<file path="src/rtl/store_narrow_unit.sv">
// Store narrowing unit: turns a MEM-stage store into an aligned, byte-enabled
// req/ack write to data memory, and reports misaligned or timed-out stores.
module store_narrow_unit #(
    parameter int TIMEOUT = 16
) (
    input  logic        clk,
    input  logic        rst_n,
    input  logic        st_valid,
    input  logic [1:0]  st_op,
    input  logic [31:0] st_addr,
    input  logic [31:0] st_data,
    output logic        st_ready,
    output logic        stall,
    output logic        mem_req,
    output logic [31:0] mem_addr,
    output logic [31:0] mem_wdata,
    output logic [3:0]  mem_be,
    input  logic        mem_ack,
    output logic        st_done,
    output logic        st_err,
    output logic [31:0] bad_addr
);

    typedef enum logic {
        IDLE,
        REQ
    } state_t;

    // Last REQ cycle that may still see an ack; the abort fires when it passes silently.
    localparam logic [7:0] CntLast = 8'(TIMEOUT - 1);

    state_t      state_q, state_d;
    logic        memReq_q, memReq_d;
    logic [31:0] memAddr_q, memAddr_d;
    logic [31:0] memWdata_q, memWdata_d;
    logic [3:0]  memBe_q, memBe_d;
    logic [31:0] stAddr_q, stAddr_d;
    logic [7:0]  cnt_q, cnt_d;
    logic        done_q, done_d;
    logic        err_q, err_d;
    logic [31:0] badAddr_q, badAddr_d;

    logic        aligned;
    logic [31:0] narrowWdata;
    logic [3:0]  narrowBe;

    // Decode the incoming store: alignment legality, replicated data and lane enables.
    always_comb begin
        aligned     = 1'b0;
        narrowWdata = st_data;
        narrowBe    = 4'b0000;
        case (st_op)
            2'b00: begin
                aligned     = (st_addr[1:0] == 2'b00);
                narrowWdata = st_data;
                narrowBe    = 4'b1111;
            end
            2'b01: begin
                aligned     = (st_addr[0] == 1'b0);
                narrowWdata = {2{st_data[15:0]}};
                narrowBe    = st_addr[1] ? 4'b1100 : 4'b0011;
            end
            2'b10: begin
                aligned     = 1'b1;
                narrowWdata = {4{st_data[7:0]}};
                narrowBe    = 4'b0001 << st_addr[1:0];
            end
            default: begin
                aligned     = 1'b0;
                narrowWdata = st_data;
                narrowBe    = 4'b0000;
            end
        endcase
    end

    // Next-state and registered-output logic for the IDLE/REQ handshake.
    always_comb begin
        state_d    = state_q;
        memReq_d   = memReq_q;
        memAddr_d  = memAddr_q;
        memWdata_d = memWdata_q;
        memBe_d    = memBe_q;
        stAddr_d   = stAddr_q;
        cnt_d      = cnt_q;
        done_d     = 1'b0;
        err_d      = 1'b0;
        badAddr_d  = badAddr_q;
        case (state_q)
            IDLE: begin
                if (st_valid) begin
                    if (!aligned) begin
                        err_d     = 1'b1;
                        badAddr_d = st_addr;
                    end else begin
                        state_d    = REQ;
                        memReq_d   = 1'b1;
                        memAddr_d  = {st_addr[31:2], 2'b00};
                        memWdata_d = narrowWdata;
                        memBe_d    = narrowBe;
                        stAddr_d   = st_addr;
                        cnt_d      = 8'd0;
                    end
                end
            end
            REQ: begin
                if (mem_ack) begin
                    state_d  = IDLE;
                    memReq_d = 1'b0;
                    memBe_d  = 4'b0000;
                    done_d   = 1'b1;
                    cnt_d    = 8'd0;
                end else if (cnt_q == CntLast) begin
                    state_d   = IDLE;
                    memReq_d  = 1'b0;
                    memBe_d   = 4'b0000;
                    err_d     = 1'b1;
                    badAddr_d = stAddr_q;
                    cnt_d     = 8'd0;
                end else begin
                    cnt_d = cnt_q + 8'd1;
                end
            end
            default: begin
                state_d  = IDLE;
                memReq_d = 1'b0;
                memBe_d  = 4'b0000;
            end
        endcase
    end

    // State and output registers; reset abandons any in-flight store silently.
    always_ff @(posedge clk or negedge rst_n) begin
        if (!rst_n) begin
            state_q    <= IDLE;
            memReq_q   <= 1'b0;
            memAddr_q  <= 32'd0;
            memWdata_q <= 32'd0;
            memBe_q    <= 4'b0000;
            stAddr_q   <= 32'd0;
            cnt_q      <= 8'd0;
            done_q     <= 1'b0;
            err_q      <= 1'b0;
            badAddr_q  <= 32'd0;
        end else begin
            state_q    <= state_d;
            memReq_q   <= memReq_d;
            memAddr_q  <= memAddr_d;
            memWdata_q <= memWdata_d;
            memBe_q    <= memBe_d;
            stAddr_q   <= stAddr_d;
            cnt_q      <= cnt_d;
            done_q     <= done_d;
            err_q      <= err_d;
            badAddr_q  <= badAddr_d;
        end
    end

    assign st_ready  = (state_q == IDLE);
    assign stall     = (state_q != IDLE);
    assign mem_req   = memReq_q;
    assign mem_addr  = memAddr_q;
    assign mem_wdata = memWdata_q;
    assign mem_be    = memBe_q;
    assign st_done   = done_q;
    assign st_err    = err_q;
    assign bad_addr  = badAddr_q;

endmodule

</file>
<file path="config.mk">
export PLATFORM = sky130hd
export DESIGN_NAME = store_narrow_unit
export DESIGN_NICKNAME = d
export VERILOG_FILES = /design/src/rtl/store_narrow_unit.sv
export SDC_FILE = /design/constraint.sdc
export NUM_CORES = 1
export LEC_CHECK = 0
export ABC_AREA = 1
export CORE_AREA = 4 4 143 145
export CTS_CLUSTER_SIZE = 40
export DETAILED_ROUTE_END_ITERATION = 8
export DIE_AREA = 0 0 147 149
export PLACE_DENSITY = 0.58
export SYNTH_ARGS = -nofsm -noshare
export SYNTH_HDL_FRONTEND = slang
export SYNTH_SLANG_ARGS = --single-unit
</file>
<file path="constraint.sdc">
create_clock -name clk -period 3.35 [get_ports clk]
set_input_delay 0.5025 -clock clk [delete_from_list [all_inputs] [get_ports clk]]
set_output_delay 0.5025 -clock clk [all_outputs]
set_load 0.005 [all_outputs]
</file>
==> results.cfg <==
[run_status]
status = finished, final reports clean

[timing]
final_hold_viol_count = 0
slew_violations = 0
setup_ws_ns = 0.875
fin_skew_ns = 0.00747
worst_pin_slew_ns = 0.613
finalSetupViolCount = 0
min_period_ns = 2.48
fmax_ghz = 0.404
rsz0062_at_grt = no
timing.final.crit_share_pct = 73.9
slew_headroom_pct = 59.1
finalSetupTns_ns = 0

[synth]
yosysSeqAreaShare_pct = 51.2
synth-seq-cells = 112
postSynthCellCount = 675
synth_cell_types = 24
synth_top_area_share_pct = 51.2
synthTopCellsByArea = dfrtp_1 (51%), nand2_1 (15%), o21ai_0 (6.5%)
synth.largest_area_cell = dfrtp_1
yosysWarnings = 0
netlist_area_mm2 = 0.00547
synth.avg_cell_area_um2 = 8.10

[clock_tree]
cts_hold_buf = 0
h-tree-depth = 3
clk_transition_reported_paths_ns = 0.08
tritoncts = done
cts_setup_buffers = 0
root_buffer = clkbuf_16
clock_latency_ns = 0.36
clock_path_buffers = 2
cts_buffers = 9
cts.repair.resized = 0
clock-sinks = 112

[drt]
wl_um = 15700
wirelength_met1_um = 7290
met3WireLength_um = 1120
drt_iter0_drc = 277
top_layer_used = met4
ant_nets = 0
wl_per_cell_um = 14.7
vias = 4804
via_per_inst = 4.49
drc_errors = 0
dr_wl_met2_um = 7090
firstDrtPassIters = 5

[global_routing]
grt_antenna_before_repair = 0
grt-ovfl-total = 0
grt_max_degree = 60
grt_usage_pct = 14.0
grt_pass1_wl_um = 24300
first_global_vias = 4457

[pwr]
switching_power_mw = 1.28
p_int_mw = 3.12
power-per-cell-area_mw_per_mm2 = 587
p_leak_nw = 3.47
peakVddDrop_mv = 0.266
power_frac_comb_pct = 29.9
switching_share_pct = 29.1
seq_power_share_pct = 42.9
clock_power_share_pct = 27.2

[place]
post-dp-hpwl_um = 11200
dp_slack_ns = 0.520
dp.cells = 1054
io_buffers = 172
gp_congestion = 0.806

[setup_path]
start_kind = primary input
reg2reg_depth = 4
r2r_end = mem_wdata[10]$_DFFE_PN0P_
setup.worst_path.start = st_op[1]
critPathArrivalTime_ns = 2.74
worstPathMaxFanout = 59
path_class = primary input to flop
cp_top_family = buffers and inverters
max_stage_delay_ns = 0.45
cp.buffers_inverters = 4
path_cells = clkdlybuf4s50_1, inv_1, ha_1, nor2_1, nand2_1, nand2_2, inv_2, nand2_4, buf_12, o21ai_0
slowest_stage = clkdlybuf4s50_1
reg2reg_from = stall$_DFF_PN0_
crit_required_ns = 3.62
endpoint_kind = flop
r2r_slack_ns = 1.40

[cells_and_area]
nets = 875
layout_commonest_cell = nand2_1
drive_gt1_share_pct = 5.09
fillers = 1990
mostFrequentLayoutCells = nand2_1 (221), clkdlybuf4s50_1 (171), dfrtp_1 (111)
fin_util_pct = 39.1
antenna_cells = 0
areaGrowthSynthToFinish_pct = 37.2
fin_cells = 1070

[hold_path]
hp-class = primary input to async pin

[floorplan]
initial_utilization_pct = 28.5
dieArea_mm2 = 0.0219
ios = 175
core_mm2 = 0.0192
die_h_um = 149
row_count = 51
die_w_um = 147

[job]
maxCapViolCount = 0
sequential cells by signal, summed over array words and instances, names as in the netlist:
register	cells
mem_addr	1
cnt_q	8
mem_be	4
mem_req	1
st_err	1
stall	1
mem_wdata	32
bad_addr	32
st_done	1
stAddr_q	31
cells by family (layout without fill, tap and decap cells):
group	Yosys count	in the layout	synth area share, %
flip-flops	112	112	51.2
other	1	2	0.0686
adder cells (fa/ha/maj)	5	5	1.14
AO/OA/AOI/OAI	129	129	12.3
buffers and inverters	119	248	12.0
AND/OR/NAND/NOR	309	309	23.3
cells in the mapped netlist (all sizes together):
| cell type | count |
|---|---|
| buf | 54 |
| nand2 | 225 |
| o21ai | 94 |
| clkbuf | 16 |
| inv | 49 |
| dfrtp | 112 |
| conb | 1 |
| o31ai | 1 |
| a22oi | 8 |
| a21oi | 26 |
| ha | 5 |
| nand4 | 1 |
| nand3 | 69 |
| nor2 | 14 |
through the flow:
stage / power (mW) / area [um2] / hold WS (ns)
after detailed placement: 3.25 / 7170 / 0.459
after global routing: 4.65 / 7500 / 0.191
after global placement: 3.23 / 7170 / 0.455
final: 4.40 / 7500 / 0.145
after CTS: 4.47 / 7500 / 0.162
after floorplan: 2.47 / 5470 / 0.207
power by group through the flow:
stage	logic, mW	registers [mW]	clock network [mW]
finish	1.32	1.89	1.20
global route	1.45	1.93	1.27
CTS	1.34	1.89	1.24
detailed placement	1.34	1.91	0
global placement	1.32	1.91	0
floorplan	0.592	1.88	0
final cells by class:
cell class	count	area, um2	share of cell area [%]
sequential	112	2800	37.4
multi-input combinational	445	2020	26.9
timing repair buffer	183	1840	24.5
tap	265	332	4.42
clock buffer	10	239	3.18
inverter	49	184	2.45
clock inverter	6	90.1	1.20
worst max-delay path by stage:
stage / endpoint / cells past startpoint
after floorplan: mem_wdata[10]$_DFFE_PN0P_ / 11
after global placement: mem_wdata[29]$_DFFE_PN0P_ / 11
after detailed placement: mem_wdata[13]$_DFFE_PN0P_ / 10
after CTS: mem_wdata[10]$_DFFE_PN0P_ / 10
after global routing: mem_wdata[10]$_DFFE_PN0P_ / 10
final: mem_wdata[10]$_DFFE_PN0P_ / 10
routing by layer:
layer	GRT usage, %	vias up
li1	-	2391
met1	19.1	2235
met2	21.3	164
met3	3.95	14
met4	4.99	0
met5	0	-
Power figures use the tool's default switching activity.
==> RTL change: new RTL, same settings <==
Put one more register stage on the output `st_err`, cleared by the reset. The value now appears one clock later. The other outputs are not delayed to match.
--- a/src/rtl/store_narrow_unit.sv
+++ b/src/rtl/store_narrow_unit.sv
@@ -162,7 +162,13 @@
     assign mem_wdata = memWdata_q;
     assign mem_be    = memBe_q;
     assign st_done   = done_q;
-    assign st_err    = err_q;
+    always_ff @(posedge clk or negedge rst_n) begin
+        if (!rst_n) begin
+            st_err <= '0;
+        end else begin
+            st_err <= err_q;
+        end
+    end
     assign bad_addr  = badAddr_q;
 
 endmodule
Formal check against the unedited RTL: not equivalent (Yosys sat finds a counterexample within 4 cycles, from zero or initial values and one cycle with rst_n low).
==> RTL change against the unedited design <==
  * Sequential cell count grew 1
  * First-iteration DRC count shrank 8.7%
  * Setup slack gained 15 ps
  * Wire length grew 1.1%
  * Power grew 15%
  * Final cell count grew 1.8%
  * Critical path type is now flop to primary output
  * Final area grew 4.7%
  * Synthesized area grew 1.6%
  * Synthesized cell count grew 0.59%
==> RTL change: results (changes against the unedited design) <==
clock-root-buffer: "clkbuf_16"  # unchanged
p_leak_nw: 3.63  # was 3.47 nW
worst_pin_slew_ps: 679  # was 613 ps
ir_worst_vdd_mv: 0.371  # was 0.266 mV
grt_max_degree: 73  # was 60
detail_route.wl_per_cell_um: 14.6  # was 14.7 um
fillers: 1909  # was 1990
drt_iter0_drc: 253  # was 277
cts_buffers: 17  # was 9
antenna_found_initial: 0  # unchanged
grt_pass1_wl_um: 25500  # was 24300 um
nNetsFinal: 886  # was 875
viasPerCell: 4.41  # was 4.49
outcome: "finished clean"  # unchanged
grt_pass1_vias: 4650  # was 4457
synth_area_leaders: "dfrtp_1 (51%), nand2_1 (15%), o21ai_0 (6.6%)"  # was dfrtp_1 (51%), nand2_1 (15%), o21ai_0 (6.5%)
ys_types: 27  # was 24
htree_levels: 4  # was 3
yosys-top-cells-count: "nand2_1 (222), dfrtp_1 (113), o21ai_0 (73)"  # was nand2_1 (221), dfrtp_1 (112), o21ai_0 (71)
place_inst: 1057  # was 1054
cts_buffer_depth: 2  # unchanged
dp_hpwl_um: 11100  # was 11200 um
worstSkewPairLatency_ps: 410  # was 360 ps
grt.total_usage_pct: 14.7  # was 14.0%
gp_congestion: 0.872  # was 0.806
cts-resized-gates: 0  # unchanged
synth_fa_ha_area_share_pct: 1.13  # was 1.14%
synthMuxAreaShare_pct: 0  # unchanged
drive_above_1_share_pct: 8.13  # was 5.09%
synth.avg_cell_area_sq_um: 8.18  # was 8.10 sq um
synth_compound_area_share_pct: 12.8  # was 12.3%
clk_pin_slew_worst_paths_ps: 60  # was 80 ps
worstPathArrival_ps: 1960  # was 2740 ps
clock_skew_ps: 9.26  # was 7.47 ps
[RTL change: cell count changes in the layout (fill, tap and decap cells not counted), moves of 2 or more]
cell / unedited run / this run
clkinvlp_4: 1 / 3
o21ai_1: 23 / 11
o21ai_2: 0 / 10
o21ai_0: 71 / 73
clkinv_4: 1 / 5
clkbuf_16: 9 / 17
a21oi_1: 25 / 27
inv_6: 1 / 3
[RTL change: worst max-delay path, cell delays in order, from the launching register on]
cell and delay (ps):
dfrtp_2 360, buf_4 540, clkdlybuf4s50_1 630
[RTL change: layout make-up]
type	count	share of cell area, %
Sequential cell	113	36.0
Inverter	49	2.34
Timing Repair Buffer	182	23.3
Clock buffer	19	5.76
Clock inverter	13	1.94
Tap cell	265	4.22
Multi-Input combinational cell	448	26.4
[RTL change: per-layer routing]
layer  routed length [um]  global-route usage, %  part of all wire (%)
met5                    0                      0                     0
met4                  152                   4.75                  0.96
met3                 1420                   5.65                   8.9
met2                 6940                   22.2                    44
met1                 7390                   19.6                    46
[RTL change: kinds of logic (layout without fill, tap and decap cells)]
family                   after synthesis  count (layout)
flip-flops                           113             113
buffers and inverters                119             263
AO/OA/AOI/OAI                        130             130
other                                  1               2
adder cells (fa/ha/maj)                5               5
AND/OR/NAND/NOR                      311             311
[RTL change: report_power, final]
group	total (W)	switching [W]	internal, W
clock	0.00183	0.000686	0.00115
sequential	0.00190	0.000215	0.00168
combinational	0.00133	0.000554	0.000779
total	0.00506	0.00145	0.00361
[RTL change: final timing paths]
kind / start / slack, ps / end
max in group asynchronous: rst_n / 2350 / mem_wdata[22]$_DFFE_PN0P_
min in group clk: err_q$_DFF_PN0_ / 350 / st_err$_DFF_PN0_
hold / removal: rst_n / 80 / mem_wdata[4]$_DFFE_PN0P_
setup reg to reg: cnt_q[0]$_DFFE_PN0P_ / 1260 / bad_addr[7]$_DFFE_PN0P_
hold reg to reg: err_q$_DFF_PN0_ / 350 / st_err$_DFF_PN0_
setup / recovery: stall$_DFF_PN0_ / 890 / stall
[RTL change: per-stage QoR]
stage	total power [W]	instance area, sq um	hold slack (ps)	setup WS (ps)	utilization, %
floorplan	0.00250	5560	207	1670	-
global placement	0.00326	7250	332	693	37.8
detailed placement	0.00327	7250	336	604	37.8
CTS	0.00515	7860	94.9	836	40.9
global route	0.00537	7860	111	772	40.9
finish	0.00506	7860	77.4	890	40.9
